**src/rtl/mips_pkg.sv**
```systemverilog
// Shared MIPS opcode constants and MEM-stage access state encoding.
// No logic; pure declarations imported by control and memory-stage blocks.
package mips_pkg;

   localparam logic [5:0] OP_RTYPE = 6'b000000;
   localparam logic [5:0] OP_LW    = 6'b100011;
   localparam logic [5:0] OP_SW    = 6'b101011;
   localparam logic [5:0] OP_LB    = 6'b100000;
   localparam logic [5:0] OP_SB    = 6'b101000;

   localparam logic [3:0] BE_WORD  = 4'b1111;

   typedef enum logic [1:0] {
      IDLE  = 2'd0,
      FILL  = 2'd1,
      WRITE = 2'd2,
      DONE  = 2'd3
   } mem_state_t;

endpackage

```
**src/rtl/mem_lane_align.sv**
```systemverilog
// Decodes LW/SW/LB/SB, aligns load lanes (sign-extending bytes), builds store enables/data.
// Purely combinational, zero latency; no flow control of its own.
module mem_lane_align
   import mips_pkg::*;
(
   input  logic [5:0]  opcode_i,
   input  logic [1:0]  addr_lo_i,
   input  logic [31:0] rdata_i,
   input  logic [31:0] store_data_i,
   output logic        is_load_o,
   output logic        is_store_o,
   output logic        misalign_o,
   output logic [31:0] load_data_o,
   output logic [3:0]  be_o,
   output logic [31:0] wdata_o
);

   logic       is_word;
   logic [7:0] lane;

   always_comb begin
      is_word     = (opcode_i == OP_LW) || (opcode_i == OP_SW);
      is_load_o   = (opcode_i == OP_LW) || (opcode_i == OP_LB);
      is_store_o  = (opcode_i == OP_SW) || (opcode_i == OP_SB);
      misalign_o  = is_word && (addr_lo_i != 2'b00);

      // little-endian: lane k lives in bits [8k+7:8k]
      lane        = 8'(rdata_i >> {addr_lo_i, 3'b000});
      load_data_o = is_word ? rdata_i : {{24{lane[7]}}, lane};

      be_o        = is_word ? BE_WORD : (4'b0001 << addr_lo_i);
      wdata_o     = is_word ? store_data_i : {4{store_data_i[7:0]}};
   end

endmodule

```
**src/rtl/mem_access_ctrl.sv**
```systemverilog
// MEM-stage load/store controller: cache hits in 0 cycles, single-word refill on miss, write-through stores.
// Stalls the pipeline from detection through mem_ack; stores add one unstalled DONE cycle before IDLE.
module mem_access_ctrl
   import mips_pkg::*;
#(
   parameter int CNT_W = 32
) (
   input  logic             clk,
   input  logic             rst_b,
   input  logic [31:0]      inst_MEM,
   input  logic [31:0]      addr,
   input  logic [31:0]      store_data,
   input  logic             cache_hit,
   input  logic [31:0]      cache_rdata,
   output logic             cache_fill_we,
   output logic             cache_we,
   output logic [3:0]       cache_be,
   output logic [31:0]      cache_wdata,
   output logic             mem_req,
   output logic             mem_we,
   output logic [31:0]      mem_addr,
   output logic [3:0]       mem_be,
   output logic [31:0]      mem_wdata,
   input  logic             mem_ack,
   input  logic [31:0]      mem_rdata,
   output logic [31:0]      load_data,
   output logic             reg_write_mem,
   output logic             stall,
   output logic             hit,
   output logic             addr_err,
   output logic [CNT_W-1:0] access_cnt,
   output logic [CNT_W-1:0] miss_cnt
);

   mem_state_t       state_q, state_d;
   logic [CNT_W-1:0] access_cnt_q, access_cnt_d;
   logic [CNT_W-1:0] miss_cnt_q, miss_cnt_d;

   logic        is_load, is_store, misalign;
   logic [31:0] aligned_load, aligned_wdata;
   logic [3:0]  lane_be;
   logic        ld_ok, st_ok;

   // refill data goes straight from memory into the cache; only the opcode field is decoded here
   logic unused_inputs;
   assign unused_inputs = ^{inst_MEM[25:0], mem_rdata};

   mem_lane_align u_align (
      .opcode_i     (inst_MEM[31:26]),
      .addr_lo_i    (addr[1:0]),
      .rdata_i      (cache_rdata),
      .store_data_i (store_data),
      .is_load_o    (is_load),
      .is_store_o   (is_store),
      .misalign_o   (misalign),
      .load_data_o  (aligned_load),
      .be_o         (lane_be),
      .wdata_o      (aligned_wdata)
   );

   assign ld_ok = is_load && !misalign;
   assign st_ok = is_store && !misalign;

   always_comb begin
      state_d       = state_q;
      access_cnt_d  = access_cnt_q;
      miss_cnt_d    = miss_cnt_q;
      hit           = 1'b0;
      reg_write_mem = 1'b0;
      stall         = 1'b0;
      mem_req       = 1'b0;
      mem_we        = 1'b0;
      cache_fill_we = 1'b0;
      cache_we      = 1'b0;
      unique case (state_q)
         IDLE: begin
            if (ld_ok && cache_hit) begin
               hit           = 1'b1;
               reg_write_mem = 1'b1;
               access_cnt_d  = access_cnt_q + 1'b1;
            end else if (ld_ok) begin
               stall      = 1'b1;
               miss_cnt_d = miss_cnt_q + 1'b1;
               state_d    = FILL;
            end else if (st_ok) begin
               stall   = 1'b1;
               state_d = WRITE;
            end
         end
         FILL: begin
            mem_req = 1'b1;
            stall   = 1'b1;
            if (mem_ack) begin
               cache_fill_we = 1'b1;
               state_d       = IDLE;
            end
         end
         WRITE: begin
            mem_req = 1'b1;
            mem_we  = 1'b1;
            stall   = 1'b1;
            if (mem_ack) begin
               cache_we     = cache_hit;
               access_cnt_d = access_cnt_q + 1'b1;
               state_d      = DONE;
            end
         end
         DONE: begin
            // the store is still in inst_MEM here; leaving unconditionally avoids re-issuing it
            state_d = IDLE;
         end
      endcase
      // outputs that act on the pipeline or memory are forced quiet while reset is held
      if (!rst_b) begin
         hit           = 1'b0;
         reg_write_mem = 1'b0;
         stall         = 1'b0;
         mem_req       = 1'b0;
         mem_we        = 1'b0;
         cache_fill_we = 1'b0;
         cache_we      = 1'b0;
      end
   end

   always_ff @(posedge clk or negedge rst_b) begin
      if (!rst_b) begin
         state_q      <= IDLE;
         access_cnt_q <= '0;
         miss_cnt_q   <= '0;
      end else begin
         state_q      <= state_d;
         access_cnt_q <= access_cnt_d;
         miss_cnt_q   <= miss_cnt_d;
      end
   end

   assign addr_err    = misalign && rst_b;
   assign load_data   = hit ? aligned_load : 32'h0;
   assign mem_addr    = (is_load || is_store) ? {addr[31:2], 2'b00} : 32'h0;
   assign mem_be      = is_store ? lane_be : 4'b0000;
   assign mem_wdata   = is_store ? aligned_wdata : 32'h0;
   assign cache_be    = mem_be;
   assign cache_wdata = mem_wdata;
   assign access_cnt  = access_cnt_q;
   assign miss_cnt    = miss_cnt_q;

endmodule
```
**config.mk**
```make
export PLATFORM = sky130hd
export DESIGN_NAME = mem_access_ctrl
export DESIGN_NICKNAME = d
export VERILOG_FILES = /design/src/rtl/mips_pkg.sv /design/src/rtl/mem_lane_align.sv /design/src/rtl/mem_access_ctrl.sv
export SDC_FILE = /design/constraint.sdc
export NUM_CORES = 1
export LEC_CHECK = 0
export CORE_AREA = 2 2 146 148
export CTS_CLUSTER_DIAMETER = 100
export CTS_CLUSTER_SIZE = 40
export DETAILED_ROUTE_END_ITERATION = 7
export DIE_AREA = 0 0 148 150
export PLACE_DENSITY = 0.7
export SETUP_SLACK_MARGIN = 0.2
export SLEW_MARGIN = 20
export SYNTH_ARGS = -nofsm -noshare
export SYNTH_HDL_FRONTEND = slang
export SYNTH_SLANG_ARGS = --single-unit
```
**constraint.sdc**
```tcl
create_clock -name clk -period 4.3 [get_ports clk]
set_input_delay 0.43 -clock clk [delete_from_list [all_inputs] [get_ports clk]]
set_output_delay 0.43 -clock clk [all_outputs]
set_load 0.005 [all_outputs]
```
==> results of run 1 <==
logic make-up (layout without fill, tap and decap cells):
group | count (synthesis) | after routing
AND/OR/NAND/NOR | 269 | 269
buffers and inverters | 79 | 348
AO/OA/AOI/OAI | 76 | 76
flip-flops | 66 | 66
XOR/XNOR | 64 | 64
multiplexers | 10 | 10
adder cells (fa/ha/maj) | 6 | 6
other | 1 | 2
cells in the mapped netlist (5+ instances only):
cell type  number
a21oi_1        56
and2_1          8
and3_1         52
buf_4          40
clkbuf_1       23
dfrtp_1        66
ha_1            6
inv_1           9
mux2i_1         7
nand2_1        95
nand3_1        16
nand4_1        16
nor2_1         39
nor3_1          7
nor3_2          5
nor4_1          9
o21ai_0         5
xnor2_1        26
xor2_1         38
through the flow:
stage               instances  power (mW)  area (sq um)
floorplan                 572       0.877          4700
global placement         1101        1.14          7840
detailed placement       1101        1.14          7840
CTS                      1116        1.78          8090
global route             1116        1.86          8090
finish                   1116        1.76          8090
registers in the layout, summed over array words and instances, names as in the netlist:
signal	count
access_cnt	32
miss_cnt	32
state_q	2
how the worst max path moves through the flow:
stage	start	endpoint	slack, ps	cells after the start
2_1_floorplan	inst_MEM[28]	mem_wdata[24]	1900	7
3_3_place_gp	inst_MEM[31]	cache_wdata[11]	470	7
3_5_place_dp	inst_MEM[31]	mem_wdata[11]	470	7
4_1_cts	inst_MEM[31]	mem_wdata[11]	460	7
5_1_grt	inst_MEM[31]	mem_wdata[11]	320	7
6_report	inst_MEM[31]	mem_wdata[11]	460	7
cell type report:
| cell class | count | area, sq um |
|---|---|---|
| Fill cell | 2084 | 12600 |
| Timing Repair Buffer | 324 | 3210 |
| Multi-Input combinational cell | 427 | 2600 |
| Sequential cell | 66 | 1650 |
| Tap cell | 275 | 344 |
| Clock buffer | 12 | 236 |
| Inverter | 9 | 33.8 |
| Clock inverter | 3 | 17.5 |
power by group:
part / total, mW / switching [mW] / leakage (nW) / internal [mW]
registers: 0.685 / 0.0352 / 0.890 / 0.650
logic: 0.443 / 0.203 / 2.40 / 0.239
clock network: 0.635 / 0.251 / 0.122 / 0.385
worst reg2reg max path, cell delays in order (launching register included):
cell and delay, ps:
dfrtp_1 390, inv_1 100, ha_1 290, or3b_2 480
nor4_2 140, buf_4 230, and3_1 350, and3_1 220
xor2_1 140
per-layer routing:
layer / vias up / share of wire, % / track usage (%)
met5: - / 0 / 0
met4: 0 / 0.92 / 2.71
met3: 14 / 6.6 / 3.35
met2: 196 / 50 / 25.8
met1: 2388 / 42 / 19.4
li1: 2458 / - / -
==> out/results.ini, run 1 <==
[cts]
worstSkewPairLatency_ps = 330
cts_buffer_depth = 2
cts_sinks = 66
clock-root-buffer = clkbuf_16
htreeDepth = 3
cts.reportedPaths.clkPinSlew_ps = 50
cts_resized = 0
cts_tree = built
postCtsSetupRepairBufs = 0
cts-hold-fix-buffers = 0
numCtsBuffers = 9

[routing]
drt_iter0_markers = 225
dr.pass1.iters = 4
avgViaCountPerCell = 4.53
drt_wl_total_mm = 17.5
ant_nets = 0
post_drt_wl_per_cell_microns = 15.7
drc = 0
vias = 5056

[placement]
dp_slack_ps = 465
io_buffer_count = 311
post-dp-hpwl_mm = 13.9
place_congestion = 0.902

[critical_path]
cpMostUsedCell = clkdlybuf4s50_1
r2r-start = state_q[0]$_DFFE_PN0P_
cp_cell_sequence = clkdlybuf4s50_1, or3b_4, nor2_1, nand2_1, buf_4, a21oi_1, clkdlybuf4s50_1
cpLargestDelayFamily = buffers and inverters
worstPathArrival_ps = 3410
cp_slowest_cell = nor2_1
r2r_setup_slack_ps = 1890
rr_endpoint = miss_cnt[11]$_DFFE_PN0P_
reg2regPathDepth = 8
worst_ep_required_time_ps = 3870
cp-start-kind = input pin
worstPathMaxFanout = 25
slowest_delay_ps = 620
path_class = input pin to primary output
cp.buffers_inverters = 3
cp-end-kind = primary output

[die]
die_h_microns = 150
start_util_pct = 22.7
die_w_microns = 148
die_area_sq_um = 22200
design.core.area_sq_um = 20700
io_pins = 372
num_rows = 53

[logic_synthesis]
synth-main-ff-cell = dfrtp_1
synth_seq_cells = 66
ys_warn_count = 0
async_reset_ff_share_pct = 100
syn_area_per_cell_sq_um = 8.23
synth_fa_ha_area_share_pct = 1.60
synth_xor_area_share_pct = 11.9
synth_seq_area_share_pct = 35.1
synth-edff-count = 0
postSynthCellCount = 571
synthMuxAreaShare_pct = 2.45
synth-compound-area-share_pct = 9.10
ys_types = 46
synth_area_leaders = dfrtp_1, nand2_1, xor2_1
syn-cell-area_sq_um = 4700
synth_top_area_share_pct = 35.1
synth_top_family_by_area = simple AND/OR/NAND/NOR gates
synth_top_cell_by_area = dfrtp_1
yosys.area_share.simple_pct = 30.0

[sta]
slew_violations = 0
fin_setup_tns_ps = 0
whs_ps = 161
hold_viol = 0
fmax_mhz = 261
setup_violations = 0
tightestPinTransition_ps = 863
postLayoutSetupSlackWorst_ps = 462
relSlewSlack_pct = 42.3
rsz0062_at_grt = false
fin_skew_ps = 8.90
finalCritPeriodShare_pct = 89.3
finalWorstPathRequiredPeriod_ps = 3840

[power_and_ir_drop]
power_density_nw_per_um2 = 218
p_leak_nw = 3.41
ir_drop_uv = 177

[cells_and_area]
final_cell_mix = clkdlybuf4s50_1, nand2_1, dfrtp_1, a21oi_1, and3_1
final_nets = 1007
drive_above_1_share_pct = 5.47
num_antenna_cells = 0
mostFrequentLayoutCell = clkdlybuf4s50_1
areaGrowthSynthToFinish_pct = 72.1
fin_util_pct = 39.1

[grt]
gr-total-overflow = 0
track_usage_pct = 15.0
grt_pass1_wl_mm = 26.4
antenna_found_initial = 0
grt_max_degree = 40
grt_pass1_vias = 4882

[run_status]
status = finished clean

[min_path]
hp-class = input pin to async pin

[job]
maxCapViolations = 0

Power figures use the tool's default switching activity.
==> inputs of run 2 (changes only) <==
- CTS_BUF_LIST: default -> sky130_fd_sc_hd__clkbuf_2 sky130_fd_sc_hd__clkbuf_4 sky130_fd_sc_hd__clkbuf_8
==> out/results.ini, run 2 (synthesized netlist as in run 1, its figures left out) <==
[critical_path]
cp.buffers_inverters = 3
cpMostUsedCell = clkdlybuf4s50_1
reg2regPathDepth = 8
cp-start-kind = input pin
cp_cell_sequence = clkdlybuf4s50_1, or3b_4, nor2_1, nand2_1, buf_4, a21oi_1, clkdlybuf4s50_1
slowest_delay_ps = 600
worst_ep_required_time_ps = 3870
cp-end-kind = primary output
worstPathArrival_ps = 3390
cp_slowest_cell = nor2_1
worstPathMaxFanout = 25
cpLargestDelayFamily = buffers and inverters
path_class = input pin to primary output
cp.depth = 7

[placement]
post-dp-hpwl_mm = 13.9
io_buffer_count = 311
place_congestion = 0.902
dp.cells = 1101

[run_status]
status = finished clean

[sta]
fin_setup_tns_ps = 0
tightestPinTransition_ps = 853
whs_ps = 137
fmax_mhz = 262
hold_viol = 0
finalCritPeriodShare_pct = 88.7
slew_violations = 0
setup_violations = 0
fin_skew_ps = 10.8
relSlewSlack_pct = 43.0
finalWorstPathRequiredPeriod_ps = 3820
rsz0062_at_grt = false

[die]
die_w_microns = 148
die_area_sq_um = 22200
start_util_pct = 22.7
num_rows = 53
design.core.area_sq_um = 20700
io_pins = 372
die_h_microns = 150

[cells_and_area]
mostFrequentLayoutCell = clkdlybuf4s50_1
n_fill_cell = 2098
fin_util_pct = 38.7
final_cell_mix = clkdlybuf4s50_1, nand2_1, dfrtp_1, a21oi_1, and3_1
drive_above_1_share_pct = 5.83
final_cells = 1116
num_antenna_cells = 0
multi_input_comb_area_sq_um = 2600
regArea_sq_um = 1650
areaGrowthSynthToFinish_pct = 70.2
final_nets = 1007

[routing]
dr.pass1.iters = 4
avgViaCountPerCell = 4.54
drc = 0
drt_wl_total_mm = 17.5
drt_iter0_markers = 220
vias = 5063
ant_nets = 0
post_drt_wl_per_cell_microns = 15.7

[cts]
clock-root-buffer = clkbuf_8
cts_tree = built
cts_buffer_depth = 2
cts_sinks = 66
postCtsSetupRepairBufs = 0
cts_resized = 0
numCtsBuffers = 9
cts-hold-fix-buffers = 0
cts.reportedPaths.clkPinSlew_ps = 70
worstSkewPairLatency_ps = 350
htreeDepth = 3

[power_and_ir_drop]
total_power_mw = 1.58
p_leak_nw = 3.37
power_density_nw_per_um2 = 198
ir_drop_uv = 129

[grt]
grt_pass1_vias = 4909
antenna_found_initial = 0
track_usage_pct = 15.0
grt_max_degree = 40
gr-total-overflow = 0
grt_pass1_wl_mm = 26.4

[min_path]
hp-class = input pin to async pin

[job]
maxCapViolations = 0

-- run 2: stage by stage --
stage,setup slack [ps],cell area (sq um)
global placement,474,7840
CTS,463,8000
finish,484,8000
floorplan,1900,4700
detailed placement,465,7840
global route,319,8000
-- run 2: area by class of cell --
cell class	count	area share, %
Multi-Input combinational cell	427	32.5
Inverter	9	0.422
Clock buffer	12	1.83
Sequential cell	66	20.6
Tap cell	275	4.30
Timing Repair Buffer	324	40.1
Clock inverter	3	0.219
-- run 2: worst paths after layout --
check                      slack (ps)                   endpoint                      from
max                               480              mem_wdata[11]              inst_MEM[31]
min                               140     state_q[0]$_DFFE_PN0P_                     rst_b
max reg2reg                      1890   miss_cnt[11]$_DFFE_PN0P_    state_q[0]$_DFFE_PN0P_
min reg2reg                       470   miss_cnt[31]$_DFFE_PN0P_  miss_cnt[31]$_DFFE_PN0P_
max in group asynchronous        3180  access_cnt[0]$_DFFE_PN0P_                     rst_b
min in group clk                  470   miss_cnt[31]$_DFFE_PN0P_  miss_cnt[31]$_DFFE_PN0P_
-- run 2: report_power, final --
group,internal (mW),switching (mW),total (mW)
Clock,0.224,0.231,0.455
Combinational,0.239,0.203,0.443
Sequential,0.649,0.0354,0.684
Total,1.11,0.470,1.58
-- run 2: per-layer routing --
layer | up-vias | GRT usage [%] | wire length [microns]
met4 | 0 | 2.43 | 172
met2 | 189 | 25.8 | 8780
li1 | 2457 | - | -
met1 | 2402 | 19.4 | 7480
met3 | 15 | 3.63 | 1070
met5 | - | 0 | 0
